===== config.mk =====
export PLATFORM = sky130hd
export DESIGN_NAME = seg_frame_decoder
export DESIGN_NICKNAME = d
export VERILOG_FILES = /design/src/rtl/seg_frame_decoder.sv
export SDC_FILE = /design/constraint.sdc
export NUM_CORES = 1
export LEC_CHECK = 0
export ABC_CLOCK_PERIOD_IN_PS = 1600
export CORE_UTILIZATION = 30
export DETAILED_ROUTE_END_ITERATION = 12
export GPL_TIMING_DRIVEN = 0
export PLACE_DENSITY = 0.56
export SKIP_CTS_REPAIR_TIMING = 1
export SYNTH_ARGS = -nofsm -noshare
export SYNTH_HDL_FRONTEND = slang
export SYNTH_SLANG_ARGS = --single-unit

===== constraint.sdc =====
create_clock -name clk -period 1.6 [get_ports clk]
set_input_delay 0.48 -clock clk [delete_from_list [all_inputs] [get_ports clk]]
set_output_delay 0.48 -clock clk [all_outputs]
set_load 0.02 [all_outputs]

===== src/rtl/seg_frame_decoder.sv =====
// seg_frame_decoder: collects NUM_DIGITS active-low 7-segment patterns into
// a packed hex value. The first digit of a frame lands in the top nibble, and
// each illegal pattern is flagged in err_mask. A frame_start in mid-frame
// restarts collection and pulses sync_err for one cycle.
module seg_frame_decoder #(
  parameter int NUM_DIGITS = 6
) (
  input  logic                    clk,
  input  logic                    reset,
  input  logic [6:0]              seg_in,
  input  logic                    seg_valid,
  output logic                    seg_ready,
  input  logic                    frame_start,
  output logic [4*NUM_DIGITS-1:0] value_out,
  output logic                    value_valid,
  input  logic                    value_ready,
  output logic [NUM_DIGITS-1:0]   err_mask,
  output logic                    sync_err
);

  localparam int CNT_W = $clog2(NUM_DIGITS + 1);
  localparam logic [CNT_W-1:0] LAST_IDX = CNT_W'(NUM_DIGITS - 1);
  localparam logic [CNT_W-1:0] CNT_ONE  = CNT_W'(1);

  typedef enum logic [1:0] {
    IDLE    = 2'd0,
    COLLECT = 2'd1,
    DONE    = 2'd2
  } state_e;

  state_e                    state_q, state_d;
  logic [CNT_W-1:0]          count_q, count_d;
  logic [4*NUM_DIGITS-1:0]   value_q, value_d;
  logic [NUM_DIGITS-1:0]     err_q, err_d;
  logic                      sync_err_q, sync_err_d;
  logic                      seg_ready_q;
  logic                      value_valid_q;
  logic                      xfer_s;
  logic [3:0]                dec_nib_s;
  logic                      dec_err_s;
  logic [NUM_DIGITS-1:0]     pos_err_s;

  // Map an active-low segment pattern to {illegal, nibble}; unknown -> {1, 0}.
  function automatic logic [4:0] seg_decode(input logic [6:0] seg);
    logic [4:0] res;
    case (seg)
      7'h40:   res = {1'b0, 4'h0};
      7'h79:   res = {1'b0, 4'h1};
      7'h24:   res = {1'b0, 4'h2};
      7'h30:   res = {1'b0, 4'h3};
      7'h19:   res = {1'b0, 4'h4};
      7'h12:   res = {1'b0, 4'h5};
      7'h02:   res = {1'b0, 4'h6};
      7'h78:   res = {1'b0, 4'h7};
      7'h00:   res = {1'b0, 4'h8};
      7'h10:   res = {1'b0, 4'h9};
      7'h08:   res = {1'b0, 4'hA};
      7'h03:   res = {1'b0, 4'hB};
      7'h46:   res = {1'b0, 4'hC};
      7'h21:   res = {1'b0, 4'hD};
      7'h06:   res = {1'b0, 4'hE};
      7'h0E:   res = {1'b0, 4'hF};
      default: res = {1'b1, 4'h0};
    endcase
    return res;
  endfunction

  assign {dec_err_s, dec_nib_s} = seg_decode(seg_in);
  assign xfer_s = seg_valid & seg_ready_q;

  // One-hot error bit for the digit position about to be stored.
  always_comb begin
    pos_err_s = '0;
    for (int i = 0; i < NUM_DIGITS; i++) begin
      pos_err_s[i] = dec_err_s & (count_q == CNT_W'(i));
    end
  end

  // Next-state and datapath: start, shift-in, resync and frame hand-off.
  always_comb begin
    state_d    = state_q;
    count_d    = count_q;
    value_d    = value_q;
    err_d      = err_q;
    sync_err_d = 1'b0;
    case (state_q)
      IDLE: begin
        if (xfer_s && frame_start) begin
          value_d      = '0;
          value_d[3:0] = dec_nib_s;
          err_d        = '0;
          err_d[0]     = dec_err_s;
          count_d      = CNT_ONE;
          state_d      = (NUM_DIGITS == 1) ? DONE : COLLECT;
        end else begin
          state_d = IDLE;
        end
      end
      COLLECT: begin
        if (xfer_s && frame_start) begin
          // Early frame_start: drop the partial frame and restart on this digit.
          value_d      = '0;
          value_d[3:0] = dec_nib_s;
          err_d        = '0;
          err_d[0]     = dec_err_s;
          count_d      = CNT_ONE;
          sync_err_d   = 1'b1;
          state_d      = COLLECT;
        end else if (xfer_s) begin
          value_d      = value_q << 4;
          value_d[3:0] = dec_nib_s;
          err_d        = err_q | pos_err_s;
          count_d      = count_q + CNT_ONE;
          if (count_q == LAST_IDX) begin
            state_d = DONE;
          end else begin
            state_d = COLLECT;
          end
        end else begin
          state_d = COLLECT;
        end
      end
      DONE: begin
        // Frame is frozen until the consumer takes it.
        if (value_ready) begin
          state_d = IDLE;
          count_d = '0;
        end else begin
          state_d = DONE;
        end
      end
      default: begin
        state_d = IDLE;
        count_d = '0;
        value_d = '0;
        err_d   = '0;
      end
    endcase
  end

  // State, datapath and registered handshake outputs.
  always_ff @(posedge clk or posedge reset) begin
    if (reset) begin
      state_q       <= IDLE;
      count_q       <= '0;
      value_q       <= '0;
      err_q         <= '0;
      sync_err_q    <= 1'b0;
      seg_ready_q   <= 1'b1;
      value_valid_q <= 1'b0;
    end else begin
      state_q       <= state_d;
      count_q       <= count_d;
      value_q       <= value_d;
      err_q         <= err_d;
      sync_err_q    <= sync_err_d;
      seg_ready_q   <= (state_d != DONE);
      value_valid_q <= (state_d == DONE);
    end
  end

  assign seg_ready   = seg_ready_q;
  assign value_valid = value_valid_q;
  assign value_out   = value_q;
  assign err_mask    = err_q;
  assign sync_err    = sync_err_q;

endmodule


# Word-level counts from Yosys, hierarchy flattened
# Index checks and enable logic that the tools add are counted.
[classes]
muxes = 22
n_addsub = 1
bitwise = 9
n_eq_ne = 27
reduce_logical = 6
[op_table]
columns = ["operator", "n"]
rows = [
  ["5-bit case mux with 16 select lines", 1],
  ["24-bit two-way mux", 3],
  ["24-bit case mux with 3 select lines", 1],
  ["7-bit == test (second input constant)", 4],
  ["7-bit by 5-bit == test with 1-bit output (second input constant)", 3],
  ["7-bit by 6-bit == test with 1-bit output (second input constant)", 3],
  ["6-bit two-way mux", 3],
  ["6-bit case mux with 3 select lines", 1],
  ["7-bit by 2-bit == test with 1-bit output (second input constant)", 2],
  ["7-bit by 4-bit == test with 1-bit output (second input constant)", 2],
  ["3-bit two-way mux", 4],
  ["3-bit case mux with 3 select lines", 1],
  ["2-bit two-way mux", 4],
  ["1-bit AND", 7],
  ["7-bit by 3-bit == test with 1-bit output (second input constant)", 1],
  ["7-bit logical NOT", 1],
  ["3-bit by 2-bit == test with 1-bit output (second input constant)", 2],
  ["3-bit == test (second input constant)", 2],
  ["2-bit != test (second input constant)", 3],
  ["6-bit OR", 1],
  ["2-bit case mux with 3 select lines", 1],
  ["3-bit AND reduction", 2],
  ["2-bit == test (second input constant)", 2],
  ["3-bit by 1-bit adder with 3-bit output (second input constant)", 1],
  ["8 further kinds", 10],
]
[totals]
input_bits = 12
reg_bits = 38

# Logic depth before layout (Yosys ltp)
[depth]
depth_word = 7
mapped_depth = 6
ltp_nobuf = 6

# Worst setup path after synthesis
# OpenSTA, ideal clock, no wires.
[synth_timing]
path_type = "input -> register"
start = "input port seg_in[1]"
end = "register value_q[1], in the netlist value_out[1]"
n_path_buf = 1
setup_ns = 0.104
required_ns = 1.496
stages = 5
arrival_time_ns = 1.382
setup_slack_ns = 0.114
cell_sequence = "buf_4 or4b_1 a21oi_1 o21ai_1 o311ai_1"
[synth_via]
elab_chain_len = 5
elab_cells_between_ends = 21
cone_classes = "eq/ne: 15; mux: 5; reduce/logical: 1"
[synth_rtl]
columns = ["element", "line", "source"]
rows = [
  ["from (decl)", "10", "input logic [6:0] seg_in,"],
  ["7-bit by 4-bit == test with 1-bit output, or another cell as far along", "46", "case (seg)"],
  ["5-bit case mux with 16 select lines *", "46", ""],
  ["24-bit two-way mux", "109", "end else if (xfer_s) begin"],
  ["24-bit two-way mux", "100", "if (xfer_s && frame_start) begin"],
  ["24-bit case mux with 3 select lines *", "86", "case (state_q)"],
  ["to (signal assigned)", "154", "value_q <= value_d;"],
  ["to (decl)", "33", "logic [4*NUM_DIGITS-1:0] value_q, value_d;"],
]
# Mark *: on every way between the ends. The rest lies on a longest branch, timed or not. The select of a mux whose other input is x is not followed.
# A chain may end at the register's enable or synchronous reset.

# Worst setup path in the final report
[layout_timing]
start = "register seg_ready_q, in the netlist seg_ready"
end = "output port seg_ready"
[layout_rtl]
columns = ["element", "line", "source"]
rows = [
  ["from (decl)", "36", "logic seg_ready_q;"],
  ["from (signal assigned)", "157", "seg_ready_q <= (state_d != DONE);"],
  ["to (decl)", "12", "output logic seg_ready,"],
]
# No word-level cell between the ends.

==> reports/qor.yml <==
logic_synthesis:
  syn_inst: 179
  synth_area_leaders: "dfrtp_1, a22o_1, ha_1"
  synth.yosys.seq_area_share_pct: 49.03
  yosysWarnings: 0
  synth_cell_type_count: 48
  synth_most_common_cell: "dfrtp_1"
  synth-edff-count: 0
  yosys-top-cells-count: "dfrtp_1, a22o_1, nand2_1"
  async_reset_ff_share_pct: 100.0
  ys_ff_latch: 38
  syn_area_mm2: 0.001942
  syn-num-nets: 196
  syn_area_per_cell_um2: 10.85
  synth_flop_cell: "dfrtp_1"
  synth_top_area_cell: "dfrtp_1"
  netlist.area_leader.share_pct: 47.68
layout:
  drive_gt1_share_pct: 21.28
  fin_util_pct: 47.89
  fin_cells: 310
  final_net_count: 251
  area_delta_synth_final_pct: 50.32
  num_antenna_cells: 0
timing:
  slew_headroom_pct: 47.27
  rsz0062_at_grt: "true"
  tns_ns: 0
  finalCritPeriodShare_pct: 95.26
  finalHoldViolations: 0
  finalClockSkew_ns: 0.002815
  maxClockFrequency_mhz: 656.1
  tightest_slew_ns: 0.7898
  fin_crit_ns: 1.524
  setup_violations: 0
  final_max_slew_viol_count: 0
worst_setup_path:
  crit_chain: "clkbuf_2"
  startpoint_type: "flip-flop"
  arrival_ns: 1.04
  cp_num_buf_inv: 1
  slowest_delay_ns: 0.58
  crit_family: "flip-flops"
  endpoint_kind: "primary output"
  required_ns: 1.12
  crit_slowest_cell: "dfstp_2"
  critPathLaunch: "seg_ready"
  reg2reg_from: "count_q[1]"
  worstPathMaxFanout: 5
  crit_type: "reg -> out"
drt:
  wl_per_cell_um: 15.63
  totalWireLength_mm: 4.846
  drt_first_pass_iters: 4
  drc_errors: 0
  drtIter0Drc: 53
  viasPerCell: 5.300
  num_vias: 1643
  postRouteAntennaNets: 0
global_routing:
  grt_pass1_wl_mm: 7.300
  antenna_found_initial: 0
  grt_pass1_vias: 1478
  grt_usage_pct: 14.62
  overflow: 0
  grt_max_degree: 39
place:
  hpwl_mm: 3.300
  gp_congestion: 0.8265
  place_inst: 298
  io_buffers: 44
clocking:
  tritoncts: "built"
  cts_buffers: 5
  cts_max_path_buffers: 2
  clock-sinks: 38
  clock_latency_ns: 0.28
  htreeDepth: 2
  cts.clk_slew.worst_paths_ns: 0.08
  cts_root_buf: "clkbuf_8"
power:
  power_mw: 3.151
  p_per_area_mw_per_mm2: 1079
  ir_worst_vdd_mv: 0.4537
  power_leakage_nw: 1.871
floorplan:
  rows: 28
  die-area_mm2: 0.006799
  ios: 45
  fp.coreArea_mm2: 0.006096
  die_y_um: 82.46
  die_w_um: 82.46
  initial_utilization_pct: 31.86
run:
  cap_violations: 0
hold_path:
  hold_path.class: "reg -> reg"
  min_from: "err_mask[5]"
status:
  outcome: "finished clean"
[report_power, final]
group	internal (mW)	total [mW]	switching, mW
Clock	0.665	1.00	0.336
Sequential	1.09	1.18	0.0920
Combinational	0.413	0.971	0.558
[state kept, by name, indices dropped and copies added (netlist names)]
name,cells
count_q,3
err_mask,6
seg_ready,1
state_q,2
value_out,24
sync_err,1
value_valid,1
[cells in the final DEF (no fill, tap or decap), drive strengths merged, types with 5 or more instances in the layout]
cell type      n
clkbuf         7
o31ai          5
buf           17
nand2         14
a22o          23
dfrtp         37
dlymetal6s2s  41
inv            8
ha             5
o21ai         10
nand3          8
[through the flow]
stage                     worst slack [ns]  cell area (um2)  hold slack [ns]
after floorplan                     0.1145             1942           0.4931
after global placement             -0.6219             2476           0.4770
after detailed placement           -0.5383             2476           0.4725
after CTS                          -0.3478             2619           0.4898
after global routing              -0.01839             2919           0.5198
final                              0.07577             2919           0.4798
[cell families after synthesis]
kind of cell | Yosys count | share of synthesized area (%)
xor+xnor | 1 | 0.4511
compound gates | 53 | 21.71
buf+inv | 21 | 5.735
simple gates | 60 | 19.33
fa+ha+maj | 5 | 3.222
flops | 38 | 49.03
mux | 1 | 0.5155
[routing by layer]
metal	wire length, um	part of all wire (%)	track usage [%]	vias to the layer above
li1	-	-	-	783
met1	2294	47	19.59	811
met2	2292	47	22.23	44
met3	195	4.0	3.077	5
met4	64	1.3	7.193	0
met5	0	0	0	-
[worst min-delay path: stages (launching register included)]
cell	delay [ns]
dfrtp_1	0.35
nand2_1	0.05
o31ai_1	0.05
[area by class of cell]
cell class,count,area (um2)
buffer,13,107.6
clock buffer,6,82.58
clock inverter,2,60.06
fill,579,3177
inverter,8,30.03
multi-input combinational,120,1012
sequential,38,952.2
tap,75,93.84
timing repair buffer,48,580.6
[worst paths after layout]
kind                            endpoint  slack [ns]  cells after the start
setup / recovery               seg_ready        0.08                      1
min in group asynchronous  value_out[23]        0.66                      2
max in group asynchronous   value_out[1]        0.44                      2
setup reg to reg             err_mask[5]        0.09                      5
hold reg to reg              err_mask[5]        0.48                      2
hold / removal               err_mask[5]        0.48                      2
(Power assumes the default switching activity.)
